File: config.mk
export PLATFORM = sky130hd
export DESIGN_NAME = mem_port_arbiter
export DESIGN_NICKNAME = d
export VERILOG_FILES = /design/src/rtl/mem_port_arbiter.sv
export SDC_FILE = /design/constraint.sdc
export NUM_CORES = 1
export LEC_CHECK = 0
export ABC_AREA = 1
export CORE_ASPECT_RATIO = 1.75
export CORE_MARGIN = 1
export CORE_UTILIZATION = 32
export DETAILED_ROUTE_END_ITERATION = 16
export GPL_ROUTABILITY_DRIVEN = 0
export PLACE_DENSITY_LB_ADDON = 0.05
export SETUP_SLACK_MARGIN = 0.1
export SLEW_MARGIN = 20
export SYNTH_ARGS = -nofsm -noshare
export SYNTH_HDL_FRONTEND = slang
export SYNTH_SLANG_ARGS = --single-unit
File: constraint.sdc
create_clock -name clk -period 1.5 [get_ports clk]
set_clock_uncertainty 0.15 [all_clocks]
set_input_delay 0.225 -clock clk [delete_from_list [all_inputs] [get_ports clk]]
set_output_delay 0.225 -clock clk [all_outputs]
set_load 0.01 [all_outputs]
File: src/rtl/mem_port_arbiter.sv
// Single-port memory arbiter between instruction fetch (read-only) and load/store.
// One outstanding transaction, LS priority with a bounded streak, and fetch-response drop on redirect.
module mem_port_arbiter #(
  parameter int unsigned XLEN           = 32,
  parameter int unsigned MAX_LSU_STREAK = 4
) (
  input  logic            clk,
  input  logic            rst,
  input  logic            if_req,
  input  logic [XLEN-1:0] if_addr,
  input  logic            if_flush,
  output logic            if_gnt,
  output logic            if_rvalid,
  output logic [XLEN-1:0] if_rdata,
  input  logic            ls_req,
  input  logic            ls_we,
  input  logic [XLEN-1:0] ls_addr,
  input  logic [XLEN-1:0] ls_wdata,
  input  logic [3:0]      ls_wstrb,
  output logic            ls_gnt,
  output logic            ls_rvalid,
  output logic [XLEN-1:0] ls_rdata,
  output logic            mem_req,
  output logic            mem_we,
  output logic [XLEN-1:0] mem_addr,
  output logic [XLEN-1:0] mem_wdata,
  output logic [3:0]      mem_wstrb,
  input  logic            mem_ready,
  input  logic            mem_rvalid,
  input  logic [XLEN-1:0] mem_rdata
);

  localparam int unsigned   SW         = $clog2(MAX_LSU_STREAK + 1);
  localparam logic [SW-1:0] STREAK_MAX = SW'(MAX_LSU_STREAK);

  typedef enum logic [1:0] {S_IDLE, S_REQ, S_RESP} state_t;
  typedef enum logic       {OWN_LS, OWN_IF}        owner_t;

  state_t          state, state_nxt;
  owner_t          owner;
  logic            drop;
  logic [SW-1:0]   streak;
  logic [XLEN-1:0] addr_q, wdata_q;
  logic [3:0]      wstrb_q;
  logic            we_q;
  logic            if_eff, if_win, ls_win;

  always_comb begin
    if_eff    = if_req & ~if_flush;
    if_win    = 1'b0;
    ls_win    = 1'b0;
    state_nxt = state;
    unique case (state)
      S_IDLE: begin
        if (if_eff && (streak == STREAK_MAX || !ls_req)) begin
          if_win = 1'b1;
        end else if (ls_req) begin
          ls_win = 1'b1;
        end
        if (if_win || ls_win) state_nxt = S_REQ;
      end
      S_REQ:   if (mem_ready)  state_nxt = S_RESP;
      S_RESP:  if (mem_rvalid) state_nxt = S_IDLE;
      default: state_nxt = S_IDLE;
    endcase
  end

  always_comb begin
    if_gnt    = if_win;
    ls_gnt    = ls_win;
    mem_req   = (state == S_REQ);
    mem_we    = we_q;
    mem_addr  = addr_q;
    mem_wdata = wdata_q;
    mem_wstrb = wstrb_q;
    // A flush in the same cycle as the response must also suppress it, not just a registered drop.
    if_rvalid = (state == S_RESP) && (owner == OWN_IF) && mem_rvalid && !drop && !if_flush;
    ls_rvalid = (state == S_RESP) && (owner == OWN_LS) && mem_rvalid;
    if_rdata  = mem_rdata;
    ls_rdata  = mem_rdata;
  end

  always_ff @(posedge clk) begin
    if (rst) begin
      state   <= S_IDLE;
      owner   <= OWN_LS;
      drop    <= 1'b0;
      streak  <= '0;
      addr_q  <= '0;
      wdata_q <= '0;
      wstrb_q <= '0;
      we_q    <= 1'b0;
    end else begin
      state <= state_nxt;
      if (if_win) begin
        owner   <= OWN_IF;
        addr_q  <= if_addr;
        we_q    <= 1'b0;
        wdata_q <= '0;
        wstrb_q <= '0;
        streak  <= '0;
      end else if (ls_win) begin
        owner   <= OWN_LS;
        addr_q  <= ls_addr;
        we_q    <= ls_we;
        wdata_q <= ls_wdata;
        wstrb_q <= ls_wstrb;
        if (!if_req) begin
          streak <= '0;
        end else if (streak != STREAK_MAX) begin
          streak <= streak + 1'b1;
        end
      end
      if (state_nxt == S_IDLE) begin
        drop <= 1'b0;
      end else if (state != S_IDLE && owner == OWN_IF && if_flush) begin
        drop <= 1'b1;
      end
    end
  end

endmodule

### Word-level counts from Yosys, hierarchy flattened

Index checks and enable logic that the tools add are counted.

* flip-flop bits (word level): 76
* input bits: 140
* output and inout bits: 138
* logic and storage cells: 55

* $add $sub $neg: 1
* eq/ne operators: 5
* mux-type cells: 17
* bitwise logic cells: 3
* reductions and logical operators: 21

Operators with widths (count)
* $mux W32: 2
* $logic_and A1 B1 Y1: 9
* $mux W1: 9
* $mux W2: 3
* $mux W3: 2
* $pmux W2 S3: 1
* $logic_not A2 Y1: 2
* $reduce_bool A2 Y1: 2
* $reduce_or A2 Y1: 2
* $add A3 B1 Y3 const B: 1
* $eq A3 B3 Y1 const B: 1
* $logic_not A1 Y1: 3
* $ne A3 B3 Y1 const B: 1
* $eq A2 B1 Y1 const B: 1
* $eq A2 B2 Y1 const B: 1
* $logic_or A1 B1 Y1: 2
* $ne A2 B1 Y1 const B: 1
* $not A1 Y1: 2
* $reduce_and A2 Y1: 1
* $and A1 B1 Y1: 1

### Longest topological paths before layout

* word-level depth: 10
* mapped depth: 10
* gate-level depth less buffers: 9

### Worst setup path before layout

No wires, ideal clock.

* kind: reg-to-reg
* start point: register streak[0]
* end point: register addr_q[10] (netlist: mem_addr[10])
* library setup time: 0.057 ns
* data arrival time: 1.279 ns
* required time: 1.293 ns
* slack: 0.014 ns
* stages on the path, launching flop included: 11
* path buffers: 1
* period minus slack after synthesis: 1.486 ns
* path through: dfxtp_1 > inv_1 > ha_1 > nand2_1 > nand2_4 > nand2_4 > buf_2 > nand3_1 > nand3_1 > nand2_1 > inv_1

* longest elaborated chain between the ends: 7
* elaborated cells on any way between the ends: 11
* classes of those cells: 1 x eq/ne; 7 x mux; 3 x reduce/logical

Ends and longest elaborated chain
* from (decl): RTL line 42 `logic [SW-1:0] streak;`
* from (signal assigned): RTL line 111 `streak <= streak + 1'b1;`
* $eq A3 B3 Y1 *: RTL line 55 `if (if_eff && (streak == STREAK_MAX || !ls_req)) begin`
* $logic_or A1 B1 Y1 *: RTL line 55
* $logic_and A1 B1 Y1 *: RTL line 55
* $mux W1: RTL line 55
* $mux W1 (2 in a row): RTL line 53 `unique case (state)`
* $mux W32 or $reduce_bool A2 Y1 (tied branches)
* to (signal assigned): RTL line 97 `addr_q <= if_addr;`
* to (signal assigned): RTL line 104 `addr_q <= ls_addr;`
* to (decl): RTL line 43 `logic [XLEN-1:0] addr_q, wdata_q;`

Every way passes the cells marked *; elsewhere a longest branch is shown, timed or not. The select of a mux whose other input is x is not followed.
A chain may end at the register's enable or synchronous reset.

### Final worst setup path

* start point: register streak[1]
* end point: register wdata_q[5] (netlist: mem_wdata[5])

* longest elaborated chain between the ends: 7
* elaborated cells on any way between the ends: 10
* classes of those cells: 1 x eq/ne; 6 x mux; 3 x reduce/logical

Ends and longest elaborated chain
* $eq A3 B3 Y1 *: RTL line 55
* $logic_or A1 B1 Y1 *: RTL line 55
* $logic_and A1 B1 Y1 *: RTL line 55
* $mux W1: RTL line 55
* $mux W1 (2 in a row): RTL line 53
* $reduce_or A2 Y1 (no source line)
* to (signal assigned): RTL line 106 `wdata_q <= ls_wdata;`
* to (decl): RTL line 43

Marks and branches as above.

==> impl_metrics.json <==
{
  "outcome": "finished, violations left",
  "violations": "setup timing",
  "finalPower_uw": 5990,
  "fmax_mhz": 583,
  "layout_setup_ws_ps": -217,
  "max-vdd-ir-drop_uv": 595,
  "synth_warnings": 0,
  "crit_fanout": 6,
  "grt_pass1_vias": 4013,
  "grt_pass1_wl_mm": 20.3,
  "nets": 821,
  "worst_setup_path_start_kind": "flip-flop",
  "ios": 278,
  "synthCells": 539,
  "insertion_delay_ps": 330,
  "initial_core_util_pct": 32.6,
  "dp_hpwl_mm": 9.08,
  "wl_per_cell_um": 16.5,
  "die_w_um": 85.4,
  "grt-ovfl-total": 0,
  "cts.htree.levels": 3,
  "cts_made_buffers": 9,
  "coreArea_mm2": 0.0119,
  "min_period_over_period_pct": 114,
  "cts_sinks": 76,
  "hold_violations": 0,
  "layout_commonest_cell": "clkdlybuf4s50_1",
  "clockBufferDepth": 2,
  "setup_tns_ps": -12870,
  "design_area_mm2": 0.00660,
  "cts-root-buf": "clkbuf_16",
  "synth_seq_cells": 76,
  "track_usage_pct": 20.9,
  "p_per_area_mw_per_mm2": 907,
  "finalSetupViolCount": 74,
  "viasPerCell": 4.87,
  "cp.required_ps": 1570,
  "die_y_um": 148,
  "hold_path.class": "in2reg",
  "rsz0062_at_grt": "yes",
  "syn_area_per_cell_um2": 7.22,
  "rows": 53,
  "wirelength_mm": 13.5,
  "drv_cap": 0,
  "area_delta_synth_final_pct": 69.5,
  "synth_area_mm2": 0.00389,
  "synth.distinct_cells": 24,
  "vias": 4002,
  "period_needed_ps": 1720,
  "dp_slack_ps": -574,
  "maxSlewHeadroom_pct": 77.4,
  "drt_iter0_drc": 117,
  "cp-end-kind": "flip-flop",
  "crit_type": "reg2reg",
  "firstDrtPassIters": 6,
  "dpl_cell_area_mm2": 0.00555,
  "syn_nets": 681,
  "tritoncts": "yes",
  "final_util_pct": 55.3,
  "antenna_found_initial": 1,
  "grt_max_degree": 40,
  "clk_pin_slew_ps": 60,
  "tightest_slew_ps": 338,
  "drive_above_1_share_pct": 26.2,
  "drc_errors": 0,
  "final_cell_mix": "clkdlybuf4s50_1 (104), nand2_1 (98), nand3_1 (86)",
  "ant_nets": 0,
  "slew_viol_final": 0,
  "cp.arrival_ps": 1780,
  "die_area_mm2": 0.0126,
  "io_buffers": 181,
  "leakagePower_uw": 0.00317,
  "yosysSeqAreaShare_pct": 39.1
}
==> worst paths after layout <==
check / slack, ps / end / cells after the start / from
min: 280 / state[1]$_SDFF_PP0_ / 4 / mem_rvalid
max: -220 / mem_wdata[5]$_SDFFE_PP0P_ / 11 / streak[1]$_SDFFE_PP0P_
min reg2reg: 310 / mem_wdata[25]$_SDFFE_PP0P_ / 2 / mem_wdata[25]$_SDFFE_PP0P_
max reg2reg: -220 / mem_wdata[5]$_SDFFE_PP0P_ / 11 / streak[1]$_SDFFE_PP0P_
==> registers in the layout, indices dropped and copies added (netlist names) <==
signal     count
drop           1
mem_addr      32
mem_wdata     32
mem_we         1
mem_wstrb      4
owner          1
state          2
streak         3
==> synthesized netlist by cell type <==
library cell  count  area, µm²
nand3_1         133        666
nand2_1         122        458
dfxtp_1          76       1520
buf_4            66        495
a21oi_1          42        210
inv_1            40        150
buf_2            23        115
inv_2             6       22.5
nand2_2           5       31.3
buf_6             4       45.0
nor2_1            4       15.0
nand2_4           3       33.8
clkbuf_1          2       7.51
ha_1              2       25.0
nor2_4            2       22.5
a21oi_4           1       16.3
a31oi_1           1       6.26
buf_1             1       3.75
clkinv_1          1       3.75
nor2_2            1       6.26
nor2_8            1       20.0
nor3b_1           1       7.51
nor4_1            1       6.26
o21ai_0           1       5.00
==> metrics by stage <==
stage          instances  hold WS [ps]
2_1_floorplan        539           144
3_3_place_gp         791           300
3_5_place_dp         791           300
4_1_cts              814           239
5_1_grt              822           300
6_report             822           281
==> where the power goes <==
group / switching [µW] / leakage, µW / internal, µW
clock: 870 / 0.000140 / 1300
combinational: 747 / 0.00241 / 823
sequential: 80.3 / 0.000625 / 2160
==> final cells by class <==
class,count,area [µm²]
Fill cell,1178,5340
Timing Repair Buffer,225,2380
Multi-Input combinational cell,320,2040
Sequential cell,76,1530
Clock buffer,10,229
Inverter,47,179
Tap cell,137,171
Clock inverter,6,71.3
Antenna cell,1,2.50
==> logic make-up (layout without fill, tap and decap cells) <==
logic type      after synthesis  after routing  share of synthesized area (%)
compound gates               45             45                           6.11
flops                        76             76                           39.1
buf+inv                     143            288                           21.7
other cells                   0              1                              0
fa+ha+maj                     2              2                          0.643
simple gates                273            273                           32.5
==> layer usage <==
layer | share of wire, % | vias up | track usage [%]
met4 | 4.7 | 0 | 12.0
met1 | 33 | 1840 | 19.8
met2 | 56 | 146 | 40.3
met3 | 6.4 | 58 | 4.69
met5 | 0 | - | 0
li1 | - | 1958 | -
==> worst max-delay path, cell delays in order (launching register included) <==
cell	delay, ps
dfxtp_2	330
inv_2	50
ha_4	160
nand2_4	60
nand2_4	60
buf_6	140
buf_12	130
nand2_8	120
nand2_8	90
clkbuf_16	190
nand2_1	60
a21oi_1	60
==> what timing repair did <==
item | in CTS | in global routing
resized for setup | 168 | 63
setup endpoints to repair | 148 | 78
hold buffers | 0 | 0
pin swaps | 3 | 14
cloned | 4 | 4
setup buffers | 3 | 4
No activity file was read; power rests on OpenSTA's default activity.
